File: src/rtl/ecs3_serial_rx.sv
// ecs3_serial_rx: oversampling frame receiver for the ECS3 serial link.
// Mid-bit sampling, valid/ack holding register, framing and overrun pulses.
module ecs3_serial_rx #(
  parameter int DATA_W = 8,
  parameter int OVS    = 4
) (
  input  logic              clk,
  input  logic              nRST,
  input  logic              rx_in,
  input  logic              rx_ack,
  output logic [DATA_W-1:0] rx_data,
  output logic              rx_valid,
  output logic              frame_err,
  output logic              overrun,
  output logic              busy
);
  localparam int TW = $clog2(OVS);
  localparam int BW = $clog2(DATA_W + 1);
  localparam logic [TW-1:0] HALF_T = TW'(OVS / 2 - 1);
  localparam logic [TW-1:0] LAST_T = TW'(OVS - 1);
  localparam logic [BW-1:0] LAST_B = BW'(DATA_W - 1);

  typedef enum logic [2:0] {
    IDLE,
    START,
    DATA,
    STOP,
    WAIT_IDLE
  } state_t;

  state_t            state;
  state_t            stateNext;
  logic              syncA;
  logic              rxS;
  logic [TW-1:0]     tick;
  logic [BW-1:0]     bitCnt;
  logic [DATA_W-1:0] shreg;
  logic              sample;
  logic              goodFrame;
  logic              badFrame;

  always_ff @(posedge clk or negedge nRST) begin
    if (!nRST) begin
      syncA <= 1'b1;
      rxS   <= 1'b1;
    end else begin
      syncA <= rx_in;
      rxS   <= syncA;
    end
  end

  always_comb begin
    stateNext = state;
    sample    = 1'b0;
    goodFrame = 1'b0;
    badFrame  = 1'b0;
    unique case (state)
      IDLE: begin
        if (!rxS) stateNext = START;
      end
      START: begin
        if (tick == HALF_T) begin
          sample    = 1'b1;
          stateNext = rxS ? IDLE : DATA;
        end
      end
      DATA: begin
        if (tick == LAST_T) begin
          sample = 1'b1;
          if (bitCnt == LAST_B) stateNext = STOP;
        end
      end
      STOP: begin
        if (tick == LAST_T) begin
          sample    = 1'b1;
          goodFrame = rxS;
          badFrame  = !rxS;
          stateNext = rxS ? IDLE : WAIT_IDLE;
        end
      end
      WAIT_IDLE: begin
        if (rxS) stateNext = IDLE;
      end
      default: stateNext = IDLE;
    endcase
  end

  always_ff @(posedge clk or negedge nRST) begin
    if (!nRST) begin
      state <= IDLE;
      busy  <= 1'b0;
    end else begin
      state <= stateNext;
      busy  <= (state != IDLE);
    end
  end

  // Tick restarts at each sample so every bit spans exactly OVS clocks.
  always_ff @(posedge clk or negedge nRST) begin
    if (!nRST) begin
      tick   <= '0;
      bitCnt <= '0;
      shreg  <= '0;
    end else begin
      if (state == IDLE || sample) tick <= '0;
      else                         tick <= tick + 1'b1;
      if (state == START)
        bitCnt <= '0;
      else if (state == DATA && sample)
        bitCnt <= bitCnt + 1'b1;
      if (state == DATA && sample)
        shreg <= {rxS, shreg[DATA_W-1:1]};
    end
  end

  always_ff @(posedge clk or negedge nRST) begin
    if (!nRST) begin
      rx_data   <= '0;
      rx_valid  <= 1'b0;
      frame_err <= 1'b0;
      overrun   <= 1'b0;
    end else begin
      frame_err <= badFrame;
      overrun   <= goodFrame & rx_valid & ~rx_ack;
      if (goodFrame) begin
        rx_data  <= shreg;
        rx_valid <= 1'b1;
      end else if (rx_ack) begin
        rx_valid <= 1'b0;
      end
    end
  end
endmodule

File: config.mk
export PLATFORM = sky130hd
export DESIGN_NAME = ecs3_serial_rx
export DESIGN_NICKNAME = d
export VERILOG_FILES = /design/src/rtl/ecs3_serial_rx.sv
export SDC_FILE = /design/constraint.sdc
export NUM_CORES = 1
export LEC_CHECK = 0
export CAP_MARGIN = 5
export CORE_ASPECT_RATIO = 2
export CORE_MARGIN = 5
export CORE_UTILIZATION = 25
export CTS_BUF_LIST = sky130_fd_sc_hd__clkbuf_4 sky130_fd_sc_hd__clkbuf_8
export CTS_CLUSTER_DIAMETER = 60
export DETAILED_ROUTE_END_ITERATION = 8
export PLACE_DENSITY = 0.46
export SLEW_MARGIN = 10
export SYNTH_ARGS = -nofsm -noshare
export SYNTH_HDL_FRONTEND = slang
export SYNTH_SLANG_ARGS = --single-unit
File: constraint.sdc
create_clock -name clk -period 2.2 [get_ports clk]
set_clock_uncertainty 0.2 [all_clocks]
set_input_delay 0.33 -clock clk [delete_from_list [all_inputs] [get_ports clk]]
set_output_delay 0.33 -clock clk [all_outputs]
set_load 0.02 [all_outputs]
Word-level counts from Yosys, hierarchy flattened --
Cells that the tools add are included.
Storage, ports and cells: memory bits (read-only) 0, bits in writable memories 0, bits in latches 0, register bits 31, input port bits 4, output and inout port bits 12, memories 0, word-level logic and storage cells 59
Cells by class: $lt $le $gt $ge 0, bitwise operators 3, add/sub/neg operators 2, muxes and demuxes 21, $mul 0, reductions and logical operators 9, shift-type cells 0, div/mod/pow operators 0, equality and inequality tests 13
Operator list (count):
- $mux W3 | 7
- $pmux W3 S5 | 1
- $ne A2 B2 Y1 const B | 6
- $mux W1 | 8
- $mux W4 | 2
- $eq A3 B2 Y1 const B | 2
- $reduce_and A6 Y1 | 1
- $add A4 B1 Y4 const B | 1
- $eq A4 B3 Y1 const B | 1
- $mux W2 | 2
- $reduce_bool A2 Y1 | 2
- $eq A3 B1 Y1 const B | 1
- $eq A3 B3 Y1 const B | 1
- $logic_not A3 Y1 | 1
- $reduce_bool A3 Y1 | 1
- $add A2 B1 Y2 const B | 1
- $and A1 B1 Y1 | 2
- $eq A2 B1 Y1 const B | 1
- $eq A2 B2 Y1 const B | 1
- $pmux W1 S2 | 1
- $reduce_or A2 Y1 | 1
- $logic_and A1 B1 Y1 | 1
- $logic_not A1 Y1 | 1
- $logic_or A1 B1 Y1 | 1
- $not A1 Y1 | 1

Logic depth before layout (Yosys ltp) --
Gate-level depths: netlist of run 1.
depth in word-level cells 6, mapped depth 6, mapped depth without buffers 5

Worst setup path before layout of run 1 --
Ideal clock, no wire load.
path kind register to register, start point reg tick[0], end point reg shreg[0], buffers on the path 2, slack 0.493 ns, arrival 1.382 ns, data required time 1.875 ns, setup time 0.125 ns, clock period less this slack 1.707 ns, stages on the path, launching flop included 6, cells stage by stage dfrtp_1 -> ha_1 -> clkbuf_2 -> and4bb_2 -> buf_6 -> mux2_2
On the way: longest elaborated chain between the ends 4, elaborated cells on any way between the ends 6, those cells by class eq/ne (2); mux (3); reduce/logical (1)
Ends and longest elaborated chain:
- start, declared | RTL line 35 | logic [TW-1:0] tick;
- start signal, assigned | RTL line 106 | else tick <= tick + 1'b1;
- $eq A2 B2 Y1 or $eq A2 B1 Y1 (tied branches) | RTL line 68, 74, 62
- $mux W1, on equally long branches | RTL line 68, 74, 62
- $pmux W1 S2 (*) | RTL line 57 | unique case (state)
- $logic_and A1 B1 Y1 (*) | RTL line 111 | if (state == DATA && sample)
- end signal, assigned | RTL line 112 | shreg <= {rxS, shreg[DATA_W-1:1]};
- end, declared | RTL line 37 | logic [DATA_W-1:0] shreg;
Every way passes the cells marked *; elsewhere a longest branch is shown, timed or not. A chain may end at the register's enable or synchronous reset.

Worst setup path after layout of run 1 --
start point reg tick[0], end point reg shreg[2]
The elaborated chain is that of the path after synthesis.

==> flow_summary_export.csv, run 1 <==
group,metric,value,unit
synth,synth_area,1301,µm²
clock_tree,clk_latency,0.28,ns
place,place_congestion,0.6736,
final_layout,final_cell_mix,"29 x dfrtp_1, 18 x mux2_2, 15 x clkdlybuf4s50_1",
critical_path,crit_fanout,9,
critical_path,path_cells,"ha_1, and4bb_2, buf_4, mux2_2",
job,cap_viol_max_count,0,
final_layout,multi_input_area,475.5,µm²
drt,avgRoutedWirePerCell,13.02,µm
clock_tree,tritoncts,"done",
min_path,hp-class,"reg2reg",
global_route,grt_pass1_vias,786,
final_layout,syn2layout_area_growth,22.31,%
critical_path,end_kind,"flop",
power,p_int,0.001120,W
synth,syn-num-nets,104,
critical_path,rr_startpoint,"tick[0]",
synth,ys_types,30,
place,place_hpwl,1598,µm
clock_tree,cts_buffers,5,
synth,synth_seq_cells,31,
timing,hold_viol_final,0,
synth,yosysWarnings,0,
global_route,grt_pass1_wl,3967,µm
clock_tree,h-tree-depth,2,
floorplanning,start_util,25.55,%
floorplanning,rows,37,
power,power.switching,0.0005008,W
critical_path,crit_arrival,1.84,ns
floorplanning,core,5092,µm²
drt,dr.pass1.iters,3,
synth,synth.avg_cell_area,13.41,µm²
clock_tree,cts_root_buf,"clkbuf_8",
timing,max_slew_margin,72.11,%
timing,setup_viol,0,
critical_path,timing.rr.end,"shreg[2]",
critical_path,worstPathRequired,2.17,ns
final_layout,final_common_cell,"dfrtp_1",
synth,seq_area_frac_synth,59.81,%
power,clockPowerShare,27.3,%
timing,max_freq,533.5,MHz
drt,antenna_left,0,
clock_tree,clkSlewWorstSetupHoldPaths,0.07,ns
final_layout,fillers,555,
power,total_power,0.001621,W
final_layout,drive_gt1_share,29.91,%
critical_path,rrSetupSlack,0.33,ns
floorplanning,die_h,112.0,µm
critical_path,crit_family,"flip-flops",
min_path,hold_start,"syncA",
global_route,grt_start_max_net_pins,32,
min_path,whs_endpoint,"rxS",
clock_tree,post_cts_buffers,0,
critical_path,r2r_cells,4,
timing,worstMarginPinSlew,0.4183,ns
power,p_per_area,1018,nW/µm²
timing,fin_ws,0.3254,ns
timing,period_share,85.21,%
critical_path,slowest_delay,0.38,ns
critical_path,crit_path_top_delay_cell,"dfrtp_1",
global_route,antenna_found_initial,0,
power,leakage,0.7475,nW
outcome,status,"completed",
timing,post-route-min-period,1.875,ns
drt,wl,2278,µm
final_layout,nets,123,
final_layout,diodes,0,
power,switching_share,30.91,%
clock_tree,ctsResizeCount,0,
place,dp_slack,0.3071,ns
timing,rsz0062_at_grt,"no",
drt,vias_per_cell,4.480,
drt,drtIter0Drc,15,
timing,setup-tns-final,0,ns
floorplanning,die_w,61.02,µm
drt,num_vias,784,
drt,route.detailed.drc,0,
final_layout,fin_util,31.25,%
global_route,overflow,0,
timing,finalMaxSlewViolations,0,
floorplanning,design.die.area,6836,µm²
final_layout,seq_area,778.2,µm²
critical_path,worstSetupStartpointType,"flop",
clock_tree,clock_sinks,31,
global_route,grt_usage,8.174,%
place,port_buffers,15,
min_path,min_path_cells,0,
power,pwr-share-seq,49.3,%
synth,synthCells,97,
clock_tree,cts_hold_buf,0,
power,combPwrFrac,23.4,%
power,ir_drop,604.0,µV
clock_tree,cts_buffer_depth,2,
critical_path,path_class,"reg2reg",
floorplanning,top_level_ports,16,
critical_path,cp_num_buf_inv,1,
## state kept, by name, indices dropped and copies added, names as in the netlist
name / cells
rxS: 1
syncA: 1
shreg: 8
rx_valid: 1
frame_err: 1
rx_data: 8
bitCnt: 4
busy: 1
tick: 2
overrun: 1
state: 3
## worst reg2reg max path: cells and delay by family, from the launching register on
kind | cells | cell delay, ns
flip-flops | 1 | 0.38
adder cells (fa/ha/maj) | 1 | 0.33
AND/OR/NAND/NOR | 1 | 0.32
multiplexers | 1 | 0.35
buffers and inverters | 1 | 0.19
## final cells by class
cell class / instances / share of cell area (%)
clock buffers: 6 / 4.796
clock inverters: 2 / 0.7862
inverters: 3 / 0.7075
multi-input cells: 58 / 29.87
flip-flops and latches: 31 / 48.90
well taps: 58 / 4.560
repair buffers: 17 / 10.38
## power groups by stage
| stage | Clock, W | Sequential [W] | Combinational [W] |
|---|---|---|---|
| after floorplan | 0 | 0.000774 | 0.000298 |
| after global placement | 0 | 0.000806 | 0.000380 |
| after detailed placement | 0 | 0.000812 | 0.000388 |
| after CTS | 0.000462 | 0.000801 | 0.000390 |
| after global routing | 0.000494 | 0.000824 | 0.000426 |
| final | 0.000443 | 0.000798 | 0.000379 |
## worst max-delay path by stage
| stage | cells past startpoint | start | endpoint |
|---|---|---|---|
| 4_1_cts | 4 | tick[0] | shreg[7] |
| 5_1_grt | 4 | tick[0] | shreg[1] |
| 6_report | 4 | tick[0] | shreg[2] |
| 3_5_place_dp | 4 | tick[0] | shreg[1] |
| 2_1_floorplan | 5 | tick[0] | shreg[0] |
| 3_3_place_gp | 4 | tick[0] | shreg[4] |
## logic make-up after synthesis
| family | share of synthesized area, % |
|---|---|
| AO/OA/AOI/OAI | 3.942 |
| flip-flops | 59.81 |
| adder cells (fa/ha/maj) | 2.885 |
| multiplexers | 17.12 |
| AND/OR/NAND/NOR | 12.60 |
| buffers and inverters | 3.653 |
## cell usage after synthesis
cell type / number / share of area (%)
nor2b_1: 2 / 0.96
or3_1: 1 / 0.48
nor2_1: 6 / 1.7
nor3_1: 1 / 0.38
nand2b_1: 2 / 0.96
a21oi_1: 2 / 0.77
nor2b_2: 1 / 0.67
mux2_2: 18 / 16
clkbuf_2: 1 / 0.38
nand4b_1: 1 / 0.67
buf_2: 1 / 0.38
a311oi_1: 1 / 0.67
and2_1: 1 / 0.48
nand4_2: 2 / 1.9
mux2i_1: 2 / 1.5
dfrtp_1: 29 / 56
nand3_1: 1 / 0.38
and4bb_2: 1 / 0.96
nand2_1: 6 / 1.7
dfstp_2: 2 / 4.0
o22a_1: 1 / 0.67
o21ai_0: 1 / 0.38
a31oi_1: 2 / 0.96
o22ai_1: 1 / 0.48
or3b_2: 1 / 0.67
ha_1: 3 / 2.9
nor3b_1: 1 / 0.58
clkbuf_1: 1 / 0.29
buf_6: 2 / 1.7
inv_1: 3 / 0.87
## through the flow
step	cell area, µm²	std cells	hold WS [ns]
detailed placement	1503	167	0.1497
floorplan	1301	97	-0.1656
CTS	1592	175	0.1600
global route	1592	175	0.1579
global placement	1503	167	0.1472
finish	1592	175	0.1539
## routing by layer
metal | global-route usage [%] | wire [µm] | up-vias
li1 | - | - | 372
met1 | 8.873 | 873 | 392
met2 | 12.29 | 1205 | 13
met3 | 3.913 | 125 | 7
met4 | 5.210 | 74 | 0
met5 | 0 | 0 | -
Note: power is estimated with default switching activity, not from simulation.
==> inputs of run 2 (changes only) <==
SKIP_CTS_REPAIR_TIMING = 1   (was unset)
==> results of run 2 <==
Final layout, timing and power as in run 1 (identical DEF).
==> inputs of run 3 (changes only) <==
SETUP_SLACK_MARGIN = 0.1   (was unset)
clock period = 1.99 ns   (was 2.2 ns; I/O delays follow)
==> run 3 against run 2 <==
Wire length shrank 0.48%. Utilization increased by 0.79 points. Global-route usage is 0.20 points lower.
==> flow_summary_export.csv, run 3 (synthesized netlist as in run 1, its figures left out) <==
group,metric,value,unit
job,cap_viol_max_count,0,
clock_tree,clk_latency,0.28,ns
critical_path,r2r_cells,4,
critical_path,path_class,"reg2reg",
power,pwr-share-seq,44.7,%
drt,wl,2267,µm
final_layout,syn2layout_area_growth,25.38,%
timing,max_slew_margin,74.00,%
power,p_per_area,1202,nW/µm²
critical_path,crit_path_top_delay_cell,"dfrtp_1",
timing,fin_ws,0.1905,ns
critical_path,worstSetupEndpoint,"shreg[2]",
global_route,grt_start_max_net_pins,32,
outcome,status,"completed",
final_layout,fin_cells,176,
final_layout,diodes,0,
global_route,grt_pass1_wl,3912,µm
critical_path,worstSetupStartpointType,"flop",
power,clockPowerShare,32.4,%
critical_path,end_kind,"flop",
floorplanning,die_h,112.0,µm
clock_tree,tritoncts,"done",
global_route,grt_usage,7.970,%
floorplanning,design.die.area,6836,µm²
final_layout,final_cell_mix,"28 x dfrtp_1, 18 x mux2_2, 15 x clkdlybuf4s50_1",
timing,period_share,90.43,%
place,place_area,1510,µm²
timing,hold-worst-slack,0.1593,ns
drt,avgRoutedWirePerCell,12.88,µm
drt,drtIter0Drc,8,
final_layout,nets,124,
clock_tree,h-tree-depth,2,
power,power.switching,0.0005598,W
critical_path,timing.rr.end,"shreg[2]",
place,place_hpwl,1632,µm
critical_path,cp_num_buf_inv,1,
drt,num_vias,800,
critical_path,path_cells,"ha_2, and4bb_2, buf_4, mux2_2",
floorplanning,rows,37,
clock_tree,cts_buffers,5,
clock_tree,cts_buffer_depth,2,
timing,hold_viol_final,0,
drt,vias_per_cell,4.545,
timing,post-route-min-period,1.799,ns
timing,rsz0062_at_grt,"no",
final_layout,top_regs,"rx_data: 8 flops, shreg: 8 flops, bitCnt: 4 flops",
floorplanning,top_level_ports,16,
min_path,hp-class,"reg2reg",
drt,route.detailed.drc,0,
final_layout,final_common_cell,"dfrtp_1",
clock_tree,clock_sinks,31,
timing,max_freq,555.7,MHz
final_layout,fillers,540,
critical_path,crit_arrival,1.76,ns
critical_path,rrSetupSlack,0.19,ns
critical_path,slowest_delay,0.38,ns
clock_tree,cts_root_buf,"clkbuf_8",
global_route,grt_pass1_vias,811,
critical_path,worstPathRequired,1.95,ns
final_layout,drive_gt1_share,32.20,%
final_layout,fin_area,1632,µm²
power,combPwrFrac,23.0,%
critical_path,crit_fanout,9,
drt,dr.pass1.iters,3,
critical_path,critPathLaunch,"tick[0]",
critical_path,rr_startpoint,"tick[0]",
place,place_congestion,0.6678,
place,dp_slack,0.1193,ns
power,switching_share,28.53,%
timing,finalMaxSlewViolations,0,
floorplanning,die_w,61.02,µm
global_route,antenna_found_initial,0,
place,dp.cells,168,
critical_path,worstSetupPathDepth,4,
clock_tree,clkSlewWorstSetupHoldPaths,0.06,ns
floorplanning,start_util,25.55,%
global_route,overflow,0,
power,ir_drop,637.9,µV
timing,worstMarginPinSlew,0.3901,ns
power,p_int,0.001402,W
place,port_buffers,15,
floorplanning,core,5092,µm²
critical_path,crit_family,"flip-flops",
drt,antenna_left,0,
power,leakage,0.7660,nW
timing,setup-tns-final,0,ns
timing,setup_viol,0,
## run 3: changes by cell type in the layout (fill, tap and decap cells not counted)
cell and delta:
clkbuf_4 -1, ha_2 +1, dfrtp_2 +1, buf_4 +1, clkinvlp_4 -1, dfrtp_1 -1
clkbuf_8 +1, bufinv_16 +1, ha_1 -1
## run 3: power by group through the flow
stage,logic (W),clock network [W],registers [W]
CTS,0.000459,0.000658,0.000875
global placement,0.000443,0,0.000881
detailed placement,0.000458,0,0.000885
finish,0.000451,0.000635,0.000876
floorplan,0.000330,0,0.000856
global route,0.000501,0.000690,0.000897
## run 3: final cells by class
type	count	area (µm²)	share of cell area, %
flip-flops and latches	31	779.5	47.78
multi-input cells	58	478.0	29.29
repair buffers	18	172.7	10.58
clock buffers	6	82.58	5.061
well taps	58	72.57	4.448
clock inverters	2	35.03	2.147
inverters	3	11.26	0.6902
## run 3: stage by stage
stage / power (W) / utilization (%)
final: 0.001962 / 32.04
after floorplan: 0.001186 / -
after CTS: 0.001992 / 31.97
after global placement: 0.001324 / 29.66
after global routing: 0.002088 / 32.04
after detailed placement: 0.001343 / 29.66
## run 3: routing by layer
metal / vias to the layer above / GRT usage [%] / routed length (µm)
met5: - / 0 / 0
met1: 401 / 8.794 / 895
met4: 0 / 4.342 / 51
met2: 13 / 12.22 / 1209
li1: 381 / - / -
met3: 5 / 3.797 / 111
## run 3: how the worst min path moves through the flow
stage	end	slack, ns	start	cells past startpoint
4_1_cts	rxS	0.16	syncA	0
5_1_grt	rxS	0.16	syncA	0
2_1_floorplan	bitCnt[0]	-0.20	nRST	0
3_3_place_gp	rxS	0.15	syncA	0
3_5_place_dp	rxS	0.15	syncA	0
6_report	rxS	0.16	syncA	0
